<file path="src/rtl/delay_bank_pkg.sv">
`default_nettype none
// +--------------------------------------------------------------------------+
// | Module      : delay_bank_pkg                                             |
// | Description : Shared definitions for the delay bank: board-clock default |
// |               tick rate, channel FSM state encoding and the tick counter |
// |               width helper.                                              |
// | Ports       : none (package)                                             |
// | Revision    : 1.0 - initial release                                      |
// +--------------------------------------------------------------------------+
package delay_bank_pkg;

   // Board clock runs at 10 MHz, so one millisecond is 10000 cycles.
   localparam int DEFAULT_TICKS_PER_MS = 10000;

   typedef enum logic [0:0] {
      ST_IDLE = 1'b0,
      ST_RUN  = 1'b1
   } chan_state_e;

   // Width needed to hold TICKS_PER_MS-1; never narrower than one bit so a
   // one-tick-per-ms configuration still has a legal counter.
   function automatic int tick_width(input int ticks);
      if (ticks <= 2) begin
         return 1;
      end
      return $clog2(ticks);
   endfunction

endpackage
`default_nettype wire

</file>
<file path="src/rtl/delay_bank_channel.sv">
`default_nettype none
// +--------------------------------------------------------------------------+
// | Module      : delay_channel                                              |
// | Description : One independent millisecond delay channel. Two-state FSM   |
// |               (IDLE/RUN) with a sub-millisecond tick counter and a       |
// |               millisecond counter; one-shot or auto-reload operation.    |
// | Ports       : clk, rst        - clock, synchronous active-high reset     |
// |               set_i, cancel_i - start/restart and abort strobes          |
// |               periodic_i      - mode captured with set_i (1 = reload)    |
// |               ms_i            - duration in ms captured with set_i       |
// |               free_o          - 1 while the channel is idle (registered) |
// |               done_o          - one-cycle expiry pulse (registered)      |
// | Revision    : 1.0 - initial release                                      |
// +--------------------------------------------------------------------------+
module delay_channel
   import delay_bank_pkg::*;
#(
   parameter int MS_WIDTH     = 8,
   parameter int TICKS_PER_MS = DEFAULT_TICKS_PER_MS
) (
   input  logic                clk,
   input  logic                rst,
   input  logic                set_i,
   input  logic                cancel_i,
   input  logic                periodic_i,
   input  logic [MS_WIDTH-1:0] ms_i,
   output logic                free_o,
   output logic                done_o
);

   localparam int                    c_tick_w      = tick_width(TICKS_PER_MS);
   localparam logic [c_tick_w-1:0]   c_tick_reload = c_tick_w'(TICKS_PER_MS - 1);
   localparam logic [c_tick_w-1:0]   c_tick_zero   = '0;
   localparam logic [MS_WIDTH-1:0]   c_ms_one      = MS_WIDTH'(1);
   localparam logic [MS_WIDTH-1:0]   c_ms_zero     = '0;

   chan_state_e           state_q,  state_d;
   logic [c_tick_w-1:0]   tick_q,   tick_d;
   logic [MS_WIDTH-1:0]   ms_cnt_q, ms_cnt_d;
   logic [MS_WIDTH-1:0]   period_q, period_d;
   logic                  mode_q,   mode_d;
   logic                  done_q,   done_d;

   always_ff @(posedge clk) begin
      if (rst) begin
         state_q  <= ST_IDLE;
         tick_q   <= '0;
         ms_cnt_q <= '0;
         period_q <= '0;
         mode_q   <= 1'b0;
         done_q   <= 1'b0;
      end else begin
         state_q  <= state_d;
         tick_q   <= tick_d;
         ms_cnt_q <= ms_cnt_d;
         period_q <= period_d;
         mode_q   <= mode_d;
         done_q   <= done_d;
      end
   end

   // Priority: cancel > set > counting. Because set is evaluated before the
   // expiry test, a restart landing on the expiry edge suppresses that pulse.
   always_comb begin
      state_d  = state_q;
      tick_d   = tick_q;
      ms_cnt_d = ms_cnt_q;
      period_d = period_q;
      mode_d   = mode_q;
      done_d   = 1'b0;

      if (cancel_i) begin
         state_d = ST_IDLE;
      end else if (set_i) begin
         if (ms_i == c_ms_zero) begin
            // A zero-length request is treated as an abort.
            state_d = ST_IDLE;
         end else begin
            state_d  = ST_RUN;
            tick_d   = c_tick_reload;
            ms_cnt_d = ms_i;
            period_d = ms_i;
            mode_d   = periodic_i;
         end
      end else if (state_q == ST_RUN) begin
         if (tick_q == c_tick_zero) begin
            if (ms_cnt_q == c_ms_one) begin
               done_d = 1'b1;
               if (mode_q) begin
                  ms_cnt_d = period_q;
                  tick_d   = c_tick_reload;
               end else begin
                  state_d = ST_IDLE;
               end
            end else begin
               ms_cnt_d = ms_cnt_q - c_ms_one;
               tick_d   = c_tick_reload;
            end
         end else begin
            tick_d = tick_q - c_tick_w'(1);
         end
      end
   end

   assign free_o = (state_q == ST_IDLE);
   assign done_o = done_q;

endmodule
`default_nettype wire

</file>
<file path="src/rtl/delay_bank.sv">
`default_nettype none
// +--------------------------------------------------------------------------+
// | Module      : delay_bank                                                 |
// | Description : Bank of CHANNELS independent millisecond delay timers.     |
// |               Each channel is a delay_channel instance fed with its own  |
// |               slice of the packed duration bus.                          |
// | Ports       : clk, rst  - clock, synchronous active-high reset           |
// |               set       - per-channel start/restart strobe               |
// |               cancel    - per-channel abort strobe                       |
// |               periodic  - per-channel mode (1 = auto-reload)             |
// |               ms        - packed durations, channel i at [i*MS_WIDTH+:]  |
// |               free      - per-channel idle flag                          |
// |               done      - per-channel one-cycle expiry pulse             |
// | Revision    : 1.0 - initial release                                      |
// +--------------------------------------------------------------------------+
module delay_bank
   import delay_bank_pkg::*;
#(
   parameter int CHANNELS     = 4,
   parameter int MS_WIDTH     = 8,
   parameter int TICKS_PER_MS = DEFAULT_TICKS_PER_MS
) (
   input  logic                         clk,
   input  logic                         rst,
   input  logic [CHANNELS-1:0]          set,
   input  logic [CHANNELS-1:0]          cancel,
   input  logic [CHANNELS-1:0]          periodic,
   input  logic [CHANNELS*MS_WIDTH-1:0] ms,
   output logic [CHANNELS-1:0]          free,
   output logic [CHANNELS-1:0]          done
);

   for (genvar gi = 0; gi < CHANNELS; gi++) begin : g_chan
      delay_channel #(
         .MS_WIDTH     (MS_WIDTH),
         .TICKS_PER_MS (TICKS_PER_MS)
      ) u_chan (
         .clk        (clk),
         .rst        (rst),
         .set_i      (set[gi]),
         .cancel_i   (cancel[gi]),
         .periodic_i (periodic[gi]),
         .ms_i       (ms[gi*MS_WIDTH +: MS_WIDTH]),
         .free_o     (free[gi]),
         .done_o     (done[gi])
      );
   end

endmodule
`default_nettype wire

</file>
<file path="config.mk">
export PLATFORM = sky130hd
export DESIGN_NAME = delay_bank
export DESIGN_NICKNAME = d
export VERILOG_FILES = /design/src/rtl/delay_bank_pkg.sv /design/src/rtl/delay_bank_channel.sv /design/src/rtl/delay_bank.sv
export SDC_FILE = /design/constraint.sdc
export NUM_CORES = 1
export LEC_CHECK = 0
export CORE_MARGIN = 2
export CORE_UTILIZATION = 50
export CTS_BUF_LIST = sky130_fd_sc_hd__clkbuf_8
export CTS_CLUSTER_DIAMETER = 60
export CTS_CLUSTER_SIZE = 25
export DETAILED_ROUTE_END_ITERATION = 10
export MAX_ROUTING_LAYER = met4
export PLACE_DENSITY = 0.72
export SLEW_MARGIN = 0
export SYNTH_ARGS = -nofsm -noshare
export SYNTH_HDL_FRONTEND = slang
export SYNTH_HIERARCHICAL = 1
export SYNTH_SLANG_ARGS = --single-unit
</file>
<file path="constraint.sdc">
create_clock -name clk -period 2 [get_ports clk]
set_input_delay 0.6 -clock clk [delete_from_list [all_inputs] [get_ports clk]]
set_output_delay 0.6 -clock clk [all_outputs]
set_load 0.05 [all_outputs]
</file>
==> impl_metrics.yaml, run 1 <==
floorplanning:
  die_w_um: 126
  io_pins: 54
  rows: 44
  dieArea_um2: 15800
  start_util: 0.510
  core_area_um2: 14500
  die_y_um: 126
timing:
  maxSlewViolCount: 0
  holdWs_ns: 0.444
  hold_viol_final: 0
  finalWorstSetupSlack_ns: -0.0623
  rsz0062_at_grt: "yes"
  worstMarginPinSlew_ns: 0.571
  finalSetupViolCount: 9
  finalSetupTns_ns: -0.251
  finalCritPeriodShare: 1.03
  fin_skew_ns: 0.0134
  max_slew_margin: 0.616
  max_clock_freq_ghz: 0.485
  period_minus_slack_ns: 2.06
layout:
  final_area_um2: 10800
  regArea_um2: 2670
  fillers: 1047
  fin_cells: 1355
  multi_input_area_um2: 5010
  post-route-util: 0.746
  drive_above_1_share: 0.372
  layout.nets: 1216
  areaGrowthSynthToFinish_pct: 46.2
  antenna_cells: 0
status:
  status: "finished with violations"
  violations: "setup timing"
worst_setup_path:
  endpoint: "g_chan[1].u_chan/tick_q[3]$_SDFFE_PP0P_"
  cp_slowest_stage_delay_ns: 0.49
  r2r-end: "g_chan[1].u_chan/tick_q[12]$_SDFFE_PP0P_"
  timing.rr.start: "g_chan[1].u_chan/tick_q[1]$_SDFFE_PP0P_"
  crit_path_start_kind: "primary input"
  required_ns: 2.34
  path_cells: "dlygate4sd2_1 -> or4_4 -> o21a_4 -> a211oi_4 -> buf_6 -> buf_12 -> nor2b_4 -> o221a_1"
  r2r_cells: 7
  path_buf_inv: 3
  crit_type: "in -> reg"
  cp-end-kind: "flop"
  cp.arrival_ns: 2.40
  worst_path_max_delay_cell: "or4_4"
  cp_max_fo: 6
  crit_cells: 8
  cp_top_family: "compound AO/OA/AOI/OAI gates"
  cp-startpoint: "ms[11]"
  rrSetupSlack_ns: -0.04
synthesis:
  yosys_warnings: 6
  synth_xor_area_frac: 0.0190
  synth_compound_area_frac: 0.253
  synth_area_um2: 7390
  synthSimpleGateAreaFrac: 0.286
  synth.mux.area_fraction: 0.0108
  seq_area_frac_synth: 0.358
  avgSynthCellArea_um2: 8.06
  synth_adder_area_share: 0.0203
  synth_nets: 974
  ys_ff_latch: 132
  yosysUniqueCellTypes: 51
  synth_edf_count: 0
  syn_inst: 916
  async_flop_share: 0
  synth_top_family_by_area: "simple AND/OR/NAND/NOR gates"
  synth_ff_type: "dfxtp_1"
grt:
  grt_start_max_net_pins: 28
  antenna_found_initial: 0
  grt_pass1_vias: 7784
  grt_use_total: 0.289
  grt.overflow.total: 0
  grt_pass1_wl_um: 36800
clock_network:
  cts.sinks: 132
  clk_latency_ns: 0.45
  h-tree-depth: 4
  tritoncts: "built"
  numCtsBuffers: 17
  root_buffer: "clkbuf_8"
  cts_buffer_depth: 2
  clk_pin_slew_ns: 0.07
power:
  vdd_drop_max_mv: 0.735
  finalPower_mw: 7.79
  p_leak_nw: 4.36
  powerDensity_nw_per_um2: 721
placed_design:
  dp_slack_ns: -0.695
  placed_cell_area_um2: 9270
  gp_congestion: 0.903
  port_buffers: 53
  post-place-cells: 1276
  dpl.hpwl_um: 13700
detailed_routing:
  wl_per_cell_um: 17.2
  firstDrtPassIters: 6
  drt_iter0_markers: 682
  postRouteAntennaNets: 0
  vias: 8080
  wl_um: 23300
  drc: 0
  routed_via_density: 5.96
flow_run:
  cap_violations: 0
hold_path:
  hold_depth: 3
  holdCritPathClass: "in -> reg"
sequential cells by signal (all words and copies together) (netlist names):
signal,count
g_chan.u_chan/mode_q,4
g_chan.u_chan/tick_q,56
g_chan.u_chan/state_q,4
g_chan.u_chan/done_o,4
g_chan.u_chan/period_q,32
g_chan.u_chan/ms_cnt_q,32
worst min-delay path by stage:
stage                                           endpoint                                       from  slack, ns
2_1_floorplan  g_chan[0].u_chan/period_q[6]$_SDFFE_PP0P_  g_chan[0].u_chan/period_q[6]$_SDFFE_PP0P_       0.44
3_3_place_gp   g_chan[0].u_chan/period_q[1]$_SDFFE_PP0P_  g_chan[0].u_chan/period_q[1]$_SDFFE_PP0P_       0.45
3_5_place_dp   g_chan[0].u_chan/period_q[1]$_SDFFE_PP0P_  g_chan[0].u_chan/period_q[1]$_SDFFE_PP0P_       0.45
4_1_cts        g_chan[3].u_chan/period_q[2]$_SDFFE_PP0P_                                     ms[26]       0.42
5_1_grt        g_chan[3].u_chan/period_q[2]$_SDFFE_PP0P_                                     ms[26]       0.42
6_report       g_chan[3].u_chan/period_q[2]$_SDFFE_PP0P_                                     ms[26]       0.44
layout by cell type, fill, tap and decap left out, drive strengths merged, types with 20 or more instances in the layout:
cell type / count
o21ai: 44
clkbuf: 23
nor2: 76
a31oi: 24
or3: 24
or4: 28
a21oi: 112
buf: 232
nor4: 20
nand2: 104
dfxtp: 132
nor3: 44
inv: 39
clkdlybuf4s15: 21
power by group:
group / internal, mW / switching (mW)
logic: 1.18 / 1.21
registers: 2.81 / 0.223
clock network: 1.31 / 1.05
total: 5.31 / 2.48
tightest hold or removal path, stage by stage:
cell and delay, ns:
buf_2 0.12, nand2_1 0.07, a21oi_1 0.06
cells by family (layout without fill, tap and decap cells):
family                     Yosys count  after routing
AOI/OAI and AO/OA                  284            284
xor gates and xnor gates            16             16
adders and majority gates           12             12
buffers and inverters               84            339
DFF                                132            132
muxes                                8              8
and+or+nand+nor                    380            380
Yosys cell counts, drive strengths merged (8+ instances only):
| cell type | number | area [um2] |
|---|---|---|
| nor2b | 8 | 50.1 |
| a221oi | 8 | 70.1 |
| mux2i | 8 | 80.1 |
| nor4b | 8 | 130 |
| o21ai | 44 | 220 |
| buf | 20 | 150 |
| clkbuf | 28 | 105 |
| xnor2 | 12 | 105 |
| o41ai | 8 | 70.1 |
| o31ai | 16 | 120 |
| or4 | 28 | 240 |
| inv | 36 | 135 |
| nor4 | 20 | 150 |
| dfxtp | 132 | 2640 |
| and3 | 8 | 50.1 |
| nand2 | 104 | 390 |
| a211o | 16 | 140 |
| a31oi | 24 | 150 |
| nor2 | 76 | 285 |
| nand2b | 12 | 75.1 |
| a211oi | 8 | 110 |
| a22oi | 8 | 60.1 |
| a311oi | 12 | 105 |
| or3b | 8 | 70.1 |
| or2 | 12 | 75.1 |
| a21o | 8 | 60.1 |
| ha | 12 | 150 |
| a21oi | 112 | 561 |
| or3 | 24 | 150 |
| nor3 | 44 | 240 |
layer usage:
layer / GRT usage / wire length (um)
met1: 0.342 / 9710
met2: 0.491 / 11800
met3: 0.0603 / 1180
met4: 0.0961 / 572
met5: - / 0
final cells by class:
cell class / instances / share of cell area
Clock buffer: 20 / 0.0255
Inverter: 36 / 0.0125
Timing Repair Buffer: 271 / 0.217
Sequential cell: 132 / 0.247
Clock inverter: 12 / 0.0127
Tap cell: 184 / 0.0213
Multi-Input combinational cell: 700 / 0.464
timing repair:
| item | 4_1_cts | 5_1_grt |
|---|---|---|
| setup endpoints to repair | 87 | 82 |
| hold endpoints to repair | 0 | 0 |
| gates cloned | 9 | 1 |
| setup buffers | 29 | 16 |
| pin swaps | 42 | 76 |
| hold buffers | 0 | 0 |
| gates resized for setup | 147 | 118 |
No activity file was read; power rests on OpenSTA's default activity.
==> inputs of run 2 (changes only) <==
--- a/config.mk
+++ b/config.mk
@@ -13,6 +13,7 @@
 export DETAILED_ROUTE_END_ITERATION = 10
 export MAX_ROUTING_LAYER = met4
 export PLACE_DENSITY = 0.72
+export REMOVE_ABC_BUFFERS = 1
 export SLEW_MARGIN = 0
 export SYNTH_ARGS = -nofsm -noshare
 export SYNTH_HDL_FRONTEND = slang
==> impl_metrics.yaml, run 2 (same netlist as run 1, synthesis figures left out) <==
worst_setup_path:
  worst_path_max_delay_cell: "a211oi_4"
  required_ns: 2.35
  cp-end-kind: "flop"
  rrSetupSlack_ns: -0.03
  cp_max_fo: 6
  cp.arrival_ns: 2.38
  crit_path_start_kind: "flop"
  path_cells: "inv_2 -> ha_4 -> nor4b_4 -> nand4_1 -> a211oi_4 -> buf_4 -> nor2b_1 -> o221a_1"
  crit_type: "reg -> reg"
  cp_slowest_stage_delay_ns: 0.36
timing:
  hold_viol_final: 0
  max_slew_margin: 0.561
  finalWorstSetupSlack_ns: -0.0310
  finalSetupViolCount: 4
  finalCritPeriodShare: 1.02
  fin_skew_ns: 0.0101
  period_minus_slack_ns: 2.03
  maxSlewViolCount: 0
  worstMarginPinSlew_ns: 0.654
  rsz0062_at_grt: "yes"
  max_clock_freq_ghz: 0.492
floorplanning:
  core_area_um2: 14500
  io_pins: 54
  die_y_um: 126
  start_util: 0.510
  rows: 44
  dieArea_um2: 15800
  die_w_um: 126
grt:
  grt_use_total: 0.284
  grt_pass1_wl_um: 36200
  grt.overflow.total: 0
  antenna_found_initial: 0
  grt_start_max_net_pins: 32
  grt_pass1_vias: 7727
placed_design:
  dpl.hpwl_um: 14100
  placed_cell_area_um2: 9290
  port_buffers: 53
  gp_congestion: 0.938
  dp_slack_ns: -0.849
detailed_routing:
  routed_via_density: 6.03
  vias: 8182
  drc: 0
  wl_um: 23100
  firstDrtPassIters: 7
  drt_iter0_markers: 610
  wl_per_cell_um: 17.0
  postRouteAntennaNets: 0
clock_network:
  cts_buffer_depth: 2
  clk_latency_ns: 0.46
  h-tree-depth: 4
  cts.sinks: 132
  tritoncts: "built"
  clk_pin_slew_ns: 0.07
  root_buffer: "clkbuf_8"
  numCtsBuffers: 17
power:
  p_leak_nw: 4.37
  powerDensity_nw_per_um2: 712
  vdd_drop_max_mv: 0.424
flow_run:
  cap_violations: 0
layout:
  layout.nets: 1220
  final_area_um2: 10600
  reg_top3: "g_chan.u_chan/tick_q: 56 flops, g_chan.u_chan/ms_cnt_q: 32 flops, g_chan.u_chan/period_q: 32 flops"
  regMostFlops: "g_chan.u_chan/tick_q"
  layout_common_cells: "buf_4 (208), dfxtp_1 (113), nand2_1 (103)"
  largest_reg_flops: 56
  layout_commonest_cell: "buf_4"
  drive_above_1_share: 0.367
  areaGrowthSynthToFinish_pct: 44.1
  antenna_cells: 0
status:
  violations: "setup timing"
  status: "finished with violations"
hold_path:
  holdCritPathClass: "reg -> reg"
[run 2: changes by cell type in the layout (fill, tap and decap cells not counted), moves of 5 or more]
cell	before	now
a21oi_1	88	97
a21oi_2	17	8
buf_2	5	0
buf_4	197	208
clkbuf_2	3	12
clkdlybuf4s15_1	17	9
dlygate4sd2_1	11	17
[run 2: critical path, delay by kind of cell, from the launching register on]
| kind | cells | cell delay [ns] |
|---|---|---|
| buf+inv | 2 | 0.28 |
| simple gates | 3 | 0.61 |
| compound gates | 2 | 0.59 |
| flops | 1 | 0.32 |
| fa+ha+maj | 1 | 0.13 |
[run 2: through the flow]
stage               hold WS, ns  instances  total power, mW  TNS [ns]  utilization
finish                    0.460       1357             7.58   -0.0577        0.735
CTS                       0.461       1354             7.37    -0.415        0.719
floorplan                 0.430        868             4.08    -16.91            -
detailed placement        0.448       1289             4.94    -67.81        0.642
global placement          0.444       1289             4.91    -64.04        0.642
global route              0.478       1357             7.93     -1.33        0.735
[run 2: where the power goes]
group / internal [mW] / switching (mW) / total, mW
Clock: 1.16 / 1.03 / 2.19
Combinational: 1.18 / 1.20 / 2.38
Sequential: 2.82 / 0.201 / 3.02
[run 2: routing by layer]
metal,GRT usage,vias to the layer above,part of all wire
met5,-,-,0
li1,-,3895,-
met4,0.127,0,0.035
met3,0.0488,84,0.050
met2,0.455,297,0.49
met1,0.351,3906,0.42
[run 2: what timing repair did]
action / in CTS / in global routing
gates resized for setup: 143 / 118
endpoints found under the setup margin: 98 / 80
pin swaps: 48 / 64
gates cloned: 9 / 1
buffers inserted: 27 / 10
hold buffers: 0 / 0
[run 2: worst paths after layout]
path / from / to / cells past startpoint
setup / recovery: g_chan[3].u_chan/ms_cnt_q[1]$_SDFFE_PP0P_ / g_chan[3].u_chan/tick_q[3]$_SDFFE_PP0P_ / 8
hold / removal: g_chan[3].u_chan/period_q[3]$_SDFFE_PP0P_ / g_chan[3].u_chan/period_q[3]$_SDFFE_PP0P_ / 2
setup reg to reg: g_chan[3].u_chan/ms_cnt_q[1]$_SDFFE_PP0P_ / g_chan[3].u_chan/tick_q[3]$_SDFFE_PP0P_ / 8
hold reg to reg: g_chan[3].u_chan/period_q[3]$_SDFFE_PP0P_ / g_chan[3].u_chan/period_q[3]$_SDFFE_PP0P_ / 2
[run 2: cell type report]
cell class | instances | area [um2]
clock inverters | 10 | 93.8
multi-input cells | 702 | 5000
well taps | 184 | 230
clock buffers | 20 | 275
fillers | 1071 | 3830
inverters | 36 | 135
flip-flops and latches | 132 | 2670
repair buffers | 273 | 2240
